**config.mk**
```make
export PLATFORM = sky130hd
export DESIGN_NAME = shift_issue_stage
export DESIGN_NICKNAME = d
export VERILOG_FILES = /design/src/rtl/shift_issue_stage.sv
export SDC_FILE = /design/constraint.sdc
export NUM_CORES = 1
export LEC_CHECK = 0
export ABC_AREA = 1
export ABC_CLOCK_PERIOD_IN_PS = 2800
export BUFFER_PORTS_ARGS = -buffer_cell sky130_fd_sc_hd__buf_2
export CAP_MARGIN = 20
export CORE_MARGIN = 5
export CORE_UTILIZATION = 55
export CTS_BUF_LIST = sky130_fd_sc_hd__clkbuf_4 sky130_fd_sc_hd__clkbuf_8
export DETAILED_ROUTE_END_ITERATION = 12
export PLACE_DENSITY = 0.87
export SETUP_SLACK_MARGIN = 0.2
export SKIP_LAST_GASP = 1
export SLEW_MARGIN = 10
export SYNTH_ARGS = -nofsm -noshare
export SYNTH_HDL_FRONTEND = slang
export SYNTH_SLANG_ARGS = --single-unit
```
**constraint.sdc**
```tcl
create_clock -name clk -period 2.8 [get_ports clk]
set_clock_uncertainty 0.2 [all_clocks]
set_input_delay 0.7 -clock clk [delete_from_list [all_inputs] [get_ports clk]]
set_output_delay 0.7 -clock clk [all_outputs]
set_load 0.05 [all_outputs]
```
**src/rtl/shift_issue_stage.sv**
```systemverilog
// shift_issue_stage
// Issue stage in front of the 32-bit shift unit. Decodes shift ops into
// operand, zero-extended shift amount and direction/arithmetic controls,
// and buffers them in a two-entry skid buffer (main + skid) so the stage
// keeps one op per cycle while the shifter applies back-pressure.
// Optional build macro SHIFT_ISSUE_STAT_EN adds the stat_count (ops
// transferred out) and stat_stall (stalled output cycles) counters.
module shift_issue_stage #(
   parameter int DATA_W  = 32,
   parameter int SHAMT_W = 5,
   parameter int RD_W    = 5
) (
   input  logic               clk,
   input  logic               rst,
   input  logic               flush,
   input  logic               in_valid,
   output logic               in_ready,
   input  logic [2:0]         in_op,
   input  logic [DATA_W-1:0]  in_rs,
   input  logic [DATA_W-1:0]  in_rt,
   input  logic [SHAMT_W-1:0] in_shimm,
   input  logic [RD_W-1:0]    in_rd,
   output logic               out_valid,
   input  logic               out_ready,
   output logic [DATA_W-1:0]  out_a,
   output logic [DATA_W-1:0]  out_shamt,
   output logic               out_right,
   output logic               out_arith,
   output logic [RD_W-1:0]    out_rd,
   output logic               err_illegal
`ifdef SHIFT_ISSUE_STAT_EN
   ,
   output logic [31:0]        stat_count,
   output logic [31:0]        stat_stall
`endif
);

   localparam logic [2:0] OP_SLL  = 3'b000;
   localparam logic [2:0] OP_SRL  = 3'b001;
   localparam logic [2:0] OP_SRA  = 3'b010;
   localparam logic [2:0] OP_SLLV = 3'b011;
   localparam logic [2:0] OP_SRLV = 3'b100;
   localparam logic [2:0] OP_SRAV = 3'b101;

   typedef struct packed {
      logic [DATA_W-1:0]  a;
      logic [SHAMT_W-1:0] shamt;
      logic               right;
      logic               arith;
      logic [RD_W-1:0]    rd;
   } entry_t;

   entry_t main_q, main_d;
   entry_t skid_q, skid_d;
   entry_t new_entry;
   logic   main_valid_q, main_valid_d;
   logic   skid_valid_q, skid_valid_d;
   logic   err_q, err_d;
   logic   new_legal;
   logic   new_variable;
   logic   accept;
   logic   load;
   logic   drain;

   // Only the low SHAMT_W bits of rt matter; the rest are deliberately dropped.
   logic unused_rt_bits;
   assign unused_rt_bits = ^in_rt[DATA_W-1:SHAMT_W];

   // Decode the offered op into the entry it would become if accepted.
   always_comb begin
      new_variable    = (in_op == OP_SLLV) || (in_op == OP_SRLV) || (in_op == OP_SRAV);
      new_legal       = (in_op == OP_SLL) || (in_op == OP_SRL) || (in_op == OP_SRA) || new_variable;
      new_entry.a     = in_rs;
      new_entry.shamt = new_variable ? in_rt[SHAMT_W-1:0] : in_shimm;
      new_entry.right = (in_op == OP_SRL) || (in_op == OP_SRA) ||
                        (in_op == OP_SRLV) || (in_op == OP_SRAV);
      new_entry.arith = (in_op == OP_SRA) || (in_op == OP_SRAV);
      new_entry.rd    = in_rd;
   end

   // Ready depends only on skid occupancy, never on out_ready, which breaks the combinational path.
   assign in_ready = ~skid_valid_q;
   assign accept   = in_valid && in_ready && !flush;
   assign load     = accept && new_legal;
   assign drain    = main_valid_q && out_ready;

   // Skid buffer next-state: flush wins, otherwise refill main from skid or the new op, spilling to skid when main is stuck.
   always_comb begin
      main_d       = main_q;
      skid_d       = skid_q;
      main_valid_d = main_valid_q;
      skid_valid_d = skid_valid_q;
      err_d        = 1'b0;
      if (flush) begin
         main_valid_d = 1'b0;
         skid_valid_d = 1'b0;
      end else begin
         err_d = accept && !new_legal;
         if (drain) begin
            if (skid_valid_q) begin
               main_d       = skid_q;
               main_valid_d = 1'b1;
               skid_valid_d = 1'b0;
            end else if (load) begin
               main_d       = new_entry;
               main_valid_d = 1'b1;
            end else begin
               main_valid_d = 1'b0;
            end
         end else if (!main_valid_q) begin
            if (load) begin
               main_d       = new_entry;
               main_valid_d = 1'b1;
            end
         end else if (load) begin
            skid_d       = new_entry;
            skid_valid_d = 1'b1;
         end
      end
   end

   // State registers; reset empties both entries and clears all payload.
   always_ff @(posedge clk or negedge rst) begin
      if (!rst) begin
         main_q       <= '0;
         skid_q       <= '0;
         main_valid_q <= 1'b0;
         skid_valid_q <= 1'b0;
         err_q        <= 1'b0;
      end else begin
         main_q       <= main_d;
         skid_q       <= skid_d;
         main_valid_q <= main_valid_d;
         skid_valid_q <= skid_valid_d;
         err_q        <= err_d;
      end
   end

   assign out_valid   = main_valid_q;
   assign out_a       = main_q.a;
   assign out_shamt   = {{(DATA_W-SHAMT_W){1'b0}}, main_q.shamt};
   assign out_right   = main_q.right;
   assign out_arith   = main_q.arith;
   assign out_rd      = main_q.rd;
   assign err_illegal = err_q;

`ifdef SHIFT_ISSUE_STAT_EN
   logic [31:0] stat_count_q, stat_count_d;
   logic [31:0] stat_stall_q, stat_stall_d;

   // Counters wrap naturally and are deliberately left untouched by flush.
   always_comb begin
      stat_count_d = stat_count_q;
      stat_stall_d = stat_stall_q;
      if (main_valid_q && out_ready)
         stat_count_d = stat_count_q + 32'd1;
      if (main_valid_q && !out_ready)
         stat_stall_d = stat_stall_q + 32'd1;
   end

   // Statistic registers, cleared only by reset.
   always_ff @(posedge clk or negedge rst) begin
      if (!rst) begin
         stat_count_q <= '0;
         stat_stall_q <= '0;
      end else begin
         stat_count_q <= stat_count_d;
         stat_stall_q <= stat_stall_d;
      end
   end

   assign stat_count = stat_count_q;
   assign stat_stall = stat_stall_q;
`endif

endmodule

```
# ---- After elaboration in Yosys (flattened, before gate mapping)
# Index checks and enable logic that the tools add are counted.
dict set report word_totals {
  latch_bits 0
  input_bits 82
  ramBits 0
  mem_count 0
  out_inout_bits 74
  word_cells 59
  reg_bits 91
  rom_bits 0
}
dict set report op_classes {
  mux 15
  n_mul 0
  n_addsub 0
  n_eq_ne 6
  order_cmp 0
  n_div 0
  reduce_logical 22
  shifts 0
  bitwise 3
}
# op count
set op_table {}
lappend op_table {{$mux 44} 4}
lappend op_table {{$mux 1} 10}
lappend op_table {{$logic_or 1x1->1} 9}
lappend op_table {{$eq 3x2->1 const B} 2}
lappend op_table {{$eq 3x3->1 const B} 2}
lappend op_table {{$reduce_bool 3->1} 2}
lappend op_table {{$logic_and 1x1->1} 5}
lappend op_table {{$mux 5} 1}
lappend op_table {{$reduce_and 2->1} 2}
lappend op_table {{$reduce_and 4->1} 1}
lappend op_table {{$eq 3x1->1 const B} 1}
lappend op_table {{$logic_not 3->1} 1}
lappend op_table {{$not 1->1} 3}
lappend op_table {{$logic_not 1->1} 2}
lappend op_table {{$ne 2x1->1 const B} 1}

# ---- Longest topological paths before layout
dict set report depth {
  ltp_word 9
  mapped_depth 9
  depth_no_buf 8
}

# ---- Worst setup path before layout
# Ideal clock, no wire load.
dict set report synth_path {
  path_kind {input port to flip-flop}
  from {input out_ready}
  to {register main_q, in the netlist out_a[0]}
  cell_stages 9
  arrival_time_ns 1.585
  setup_time_ns 0.113
  required_time_ns 2.487
  n_path_buf 1
  path_slack_ns 0.902
  path_cell_list {nand2_1 -> nand2_1 -> nand2_1 -> clkinv_1 -> o21ai_2 -> buf_4 -> nand2_1 -> nand2_1 -> inv_1}
}
dict set report synth_via {
  elab_chain_cells 3
  word_cells_on_any_way 4
  cone_classes {1 x eq/ne; 1 x mux; 2 x reduce/logical}
}
# item line_no
set synth_lines {}
lappend synth_lines {{start, declared} 24} ;# input logic out_ready,
lappend synth_lines {{$logic_and 1x1->1 *} 85} ;# assign drain = main_valid_q && out_ready;
lappend synth_lines {{$ne 2x1->1 (no source line)} n/a}
lappend synth_lines {{$reduce_and 2->1 (no source line)} n/a}
lappend synth_lines {{end signal, assigned} 131} ;# main_q <= main_d;
lappend synth_lines {{end, declared} 53} ;# entry_t main_q, main_d;
# Mark *: on every way between the ends. The rest lies on a longest branch, timed or not.
# A chain may end at the register's enable or synchronous reset.

# ---- Worst setup path in the final report
dict set report layout_path {
  from {register skid_valid_q}
  to {output in_ready}
}
dict set report layout_via {
  elab_chain_cells 1
}
# item line_no
set layout_lines {}
lappend layout_lines {{start, declared} 57} ;# logic skid_valid_q, skid_valid_d;
lappend layout_lines {{start signal, assigned} 134} ;# skid_valid_q <= skid_valid_d;
lappend layout_lines {{$not 1->1} 82} ;# assign in_ready = ~skid_valid_q;
lappend layout_lines {{end, declared} 17} ;# output logic in_ready,
# No other way between the ends.

==> summary.txt <==
Status
  • Status: completed

Detailed routing
  • DRT iter0 DRCs: 168
  • Via count: 3688
  • Post-detailed-routing wire length: 9850 microns
  • DRC Markers: 0
  • First-pass DRT Iterations: 4
  • Final ANT Viol Nets: 0
  • Detailed-route vias per instance: 4.87
  • Wire length per cell: 13.0 microns

Worst setup path
  • Reg-to-reg startpoint: skid_valid_q
  • Type of element launching the critical path: register
  • WP data required: 1.90 ns
  • Crit-path max cell delay: 0.44 ns
  • Critical path origin: skid_valid_q
  • Crit-path slowest cell: dfrtp_1
  • Worst-path cell chain: inv_1 -> buf_2
  • Critical path endpoint category: output pin
  • Critical path type: register to output pin
  • CP max FO: 5
  • Worst path arrival time: 1.12 ns

Min path
  • Min-delay worst type: primary input to async pin

STA
  • Worst slew margin: 55.9%
  • Max Slew Vio Count: 0
  • Fmax: 496 MHz
  • Setup Viol. Count Final: 0
  • Final hold vios: 0
  • Worst-margin pin slew: 0.660 ns
  • Period utilization: 72.0%
  • Tmin final: 2.02 ns
  • RSZ-0062 raised after global routing: false
  • Final setup TNS: 0 ns

Placement
  • Port bufs: 101
  • HPWL after detailed placement: 6920 microns
  • Post-placement cell area: 0.00486 sq mm
  • GPL Wtd Cong: 0.812

GRT
  • Vias in the first global route: 3497
  • First-pass GRT wire length: 16200 microns
  • Global Route Usage Sum: 20.5%
  • Grt total ovfl: 0
  • Antenna violations before repair: 0
  • Largest net degree at the start of global routing: 62

Floorplan
  • I/O pins: 156
  • Die Y: 98.9 microns
  • Die ar.: 0.00978 sq mm
  • Core Area: 0.00773 sq mm
  • Die Width: 98.9 microns
  • Starting density of the core: 56.2%
  • Rows: 32

Power
  • Peak supply drop: 0.000363 V
  • Total power: 0.00419 W
  • Cell area power density: 825 mW/mm^2
  • Static leakage: 2.84 nW

Finish
  • Final nets: 733
  • Antenna diode count: 0
  • Area grow syn2layout: 16.8%
  • Final core utilization: 65.7%
  • Ratio of cells with drive above 1 in the final layout: 20.0%
  • Design area: 0.00507 sq mm

CTS
  • Clock-pin slew on the worst setup and hold paths: 0.09 ns
  • CTS tree: built
  • CTS Buf Count: 9
  • CTS resizes: 0
  • Clk Latency, worst-skew pair: 0.36 ns
  • Buffer count from post-CTS setup fixing: 0
  • Clock Sinks: 91
  • Root buffer cell: clkbuf_8
  • Hold-fix buffers, CTS: 0
  • Max clock buf depth: 2
  • Number of H-tree levels: 3

Synthesis
  • Seq/Total Area, Yosys: 52.4%
  • Cells after Synth: 556
  • Netlist Area Pre-Place: 0.00435 sq mm
  • Yosys cell types: 20
  • Synth warnings: 0
  • Mean post-synth cell area: 7.82 sq um
  • Flops & latches, synth: 91

Job
  • Max_cap viols: 0
worst max-delay path, delay by kind of cell (launching register included):
family	cells	cell delay, ns
flip-flops	1	0.44
buffers and inverters	2	0.32
area by class of cell:
| cell class | instances | area, sq um |
|---|---|---|
| multi-input combinational | 365 | 1580 |
| sequential | 91 | 2280 |
| tap | 102 | 128 |
| timing repair buffer | 111 | 608 |
| clock buffer | 10 | 131 |
| inverter | 73 | 274 |
| clock inverter | 5 | 78.8 |
| fill | 628 | 2650 |
synth_stat cells:
| cell | count | area [sq um] |
|---|---|---|
| nand3_1 | 13 | 65.1 |
| nand3_2 | 1 | 10.0 |
| o22ai_1 | 15 | 93.8 |
| clkinv_1 | 1 | 3.75 |
| o21ai_2 | 1 | 8.76 |
| nand3b_1 | 5 | 37.5 |
| a21oi_1 | 6 | 30.0 |
| o21ai_0 | 77 | 385 |
| dfrtp_1 | 91 | 2280 |
| conb_1 | 1 | 3.75 |
| inv_2 | 2 | 7.51 |
| buf_2 | 12 | 60.1 |
| clkbuf_2 | 2 | 10.0 |
| nor2_1 | 6 | 22.5 |
| a31oi_1 | 1 | 6.26 |
| inv_1 | 70 | 263 |
| nand2_1 | 212 | 796 |
| buf_4 | 30 | 225 |
| clkbuf_1 | 9 | 33.8 |
| nor4_1 | 1 | 6.26 |
cell usage in the layout (no fill, tap or decap), drive strengths merged, types with 6 or more instances in the layout:
| cell type | synthesis | layout |
|---|---|---|
| o21ai | 78 | 78 |
| o22ai | 15 | 15 |
| conb | 1 | 27 |
| nand2 | 212 | 212 |
| buf | 42 | 111 |
| dfrtp | 91 | 91 |
| nand3 | 14 | 14 |
| clkbuf | 11 | 10 |
| nor2 | 6 | 6 |
| inv | 72 | 72 |
| a21oi | 6 | 6 |
state kept, by name, summed over array words and instances (netlist names):
name,cells
err_illegal,1
skid_valid_q,1
out_a,32
out_right,1
out_arith,1
out_rd,5
skid_q,44
out_valid,1
out_shamt,5
power by group:
group | total (W) | internal, W | switching (W)
clock network | 0.000957 | 0.000507 | 0.000451
logic | 0.00138 | 0.000332 | 0.00105
registers | 0.00185 | 0.00168 | 0.000172
total | 0.00419 | 0.00251 | 0.00167
cells by family after synthesis:
group,count (synthesis),share of synthesized area (%)
simple gates,238,21.6
buf+inv,126,13.9
compound gates,100,12.1
flops,91,52.4
other cells,1,0.0863
metrics by stage:
| stage | setup slack [ns] | std cells | hold slack (ns) |
|---|---|---|---|
| final | 0.784 | 757 | 0.0958 |
| after floorplan | 0.902 | 582 | 0.204 |
| after detailed placement | 0.497 | 742 | 0.264 |
| after global placement | 0.532 | 742 | 0.255 |
| after global routing | 0.655 | 757 | 0.123 |
| after CTS | 0.781 | 757 | 0.106 |
per-layer routing:
metal  global-route usage [%]  vias to the layer above  share of wire, %
li1                         -                     1853                 -
met1                     28.5                     1670                44
met2                     31.8                      148                47
met3                     4.25                       17               7.7
met4                     7.77                        0               2.0
met5                        0                        -                 0
final timing paths:
| kind | slack (ns) | to | depth (start not counted) |
|---|---|---|---|
| max in group asynchronous | 1.65 | out_a[28] | 2 |
| hold / removal | 0.1 | skid_q[30] | 1 |
| hold reg to reg | 0.29 | skid_q[16] | 2 |
| min in group clk | 0.29 | skid_q[16] | 2 |
| setup reg to reg | 0.85 | skid_q[43] | 6 |
| setup / recovery | 0.78 | in_ready | 2 |
Power figures use the tool's default switching activity.
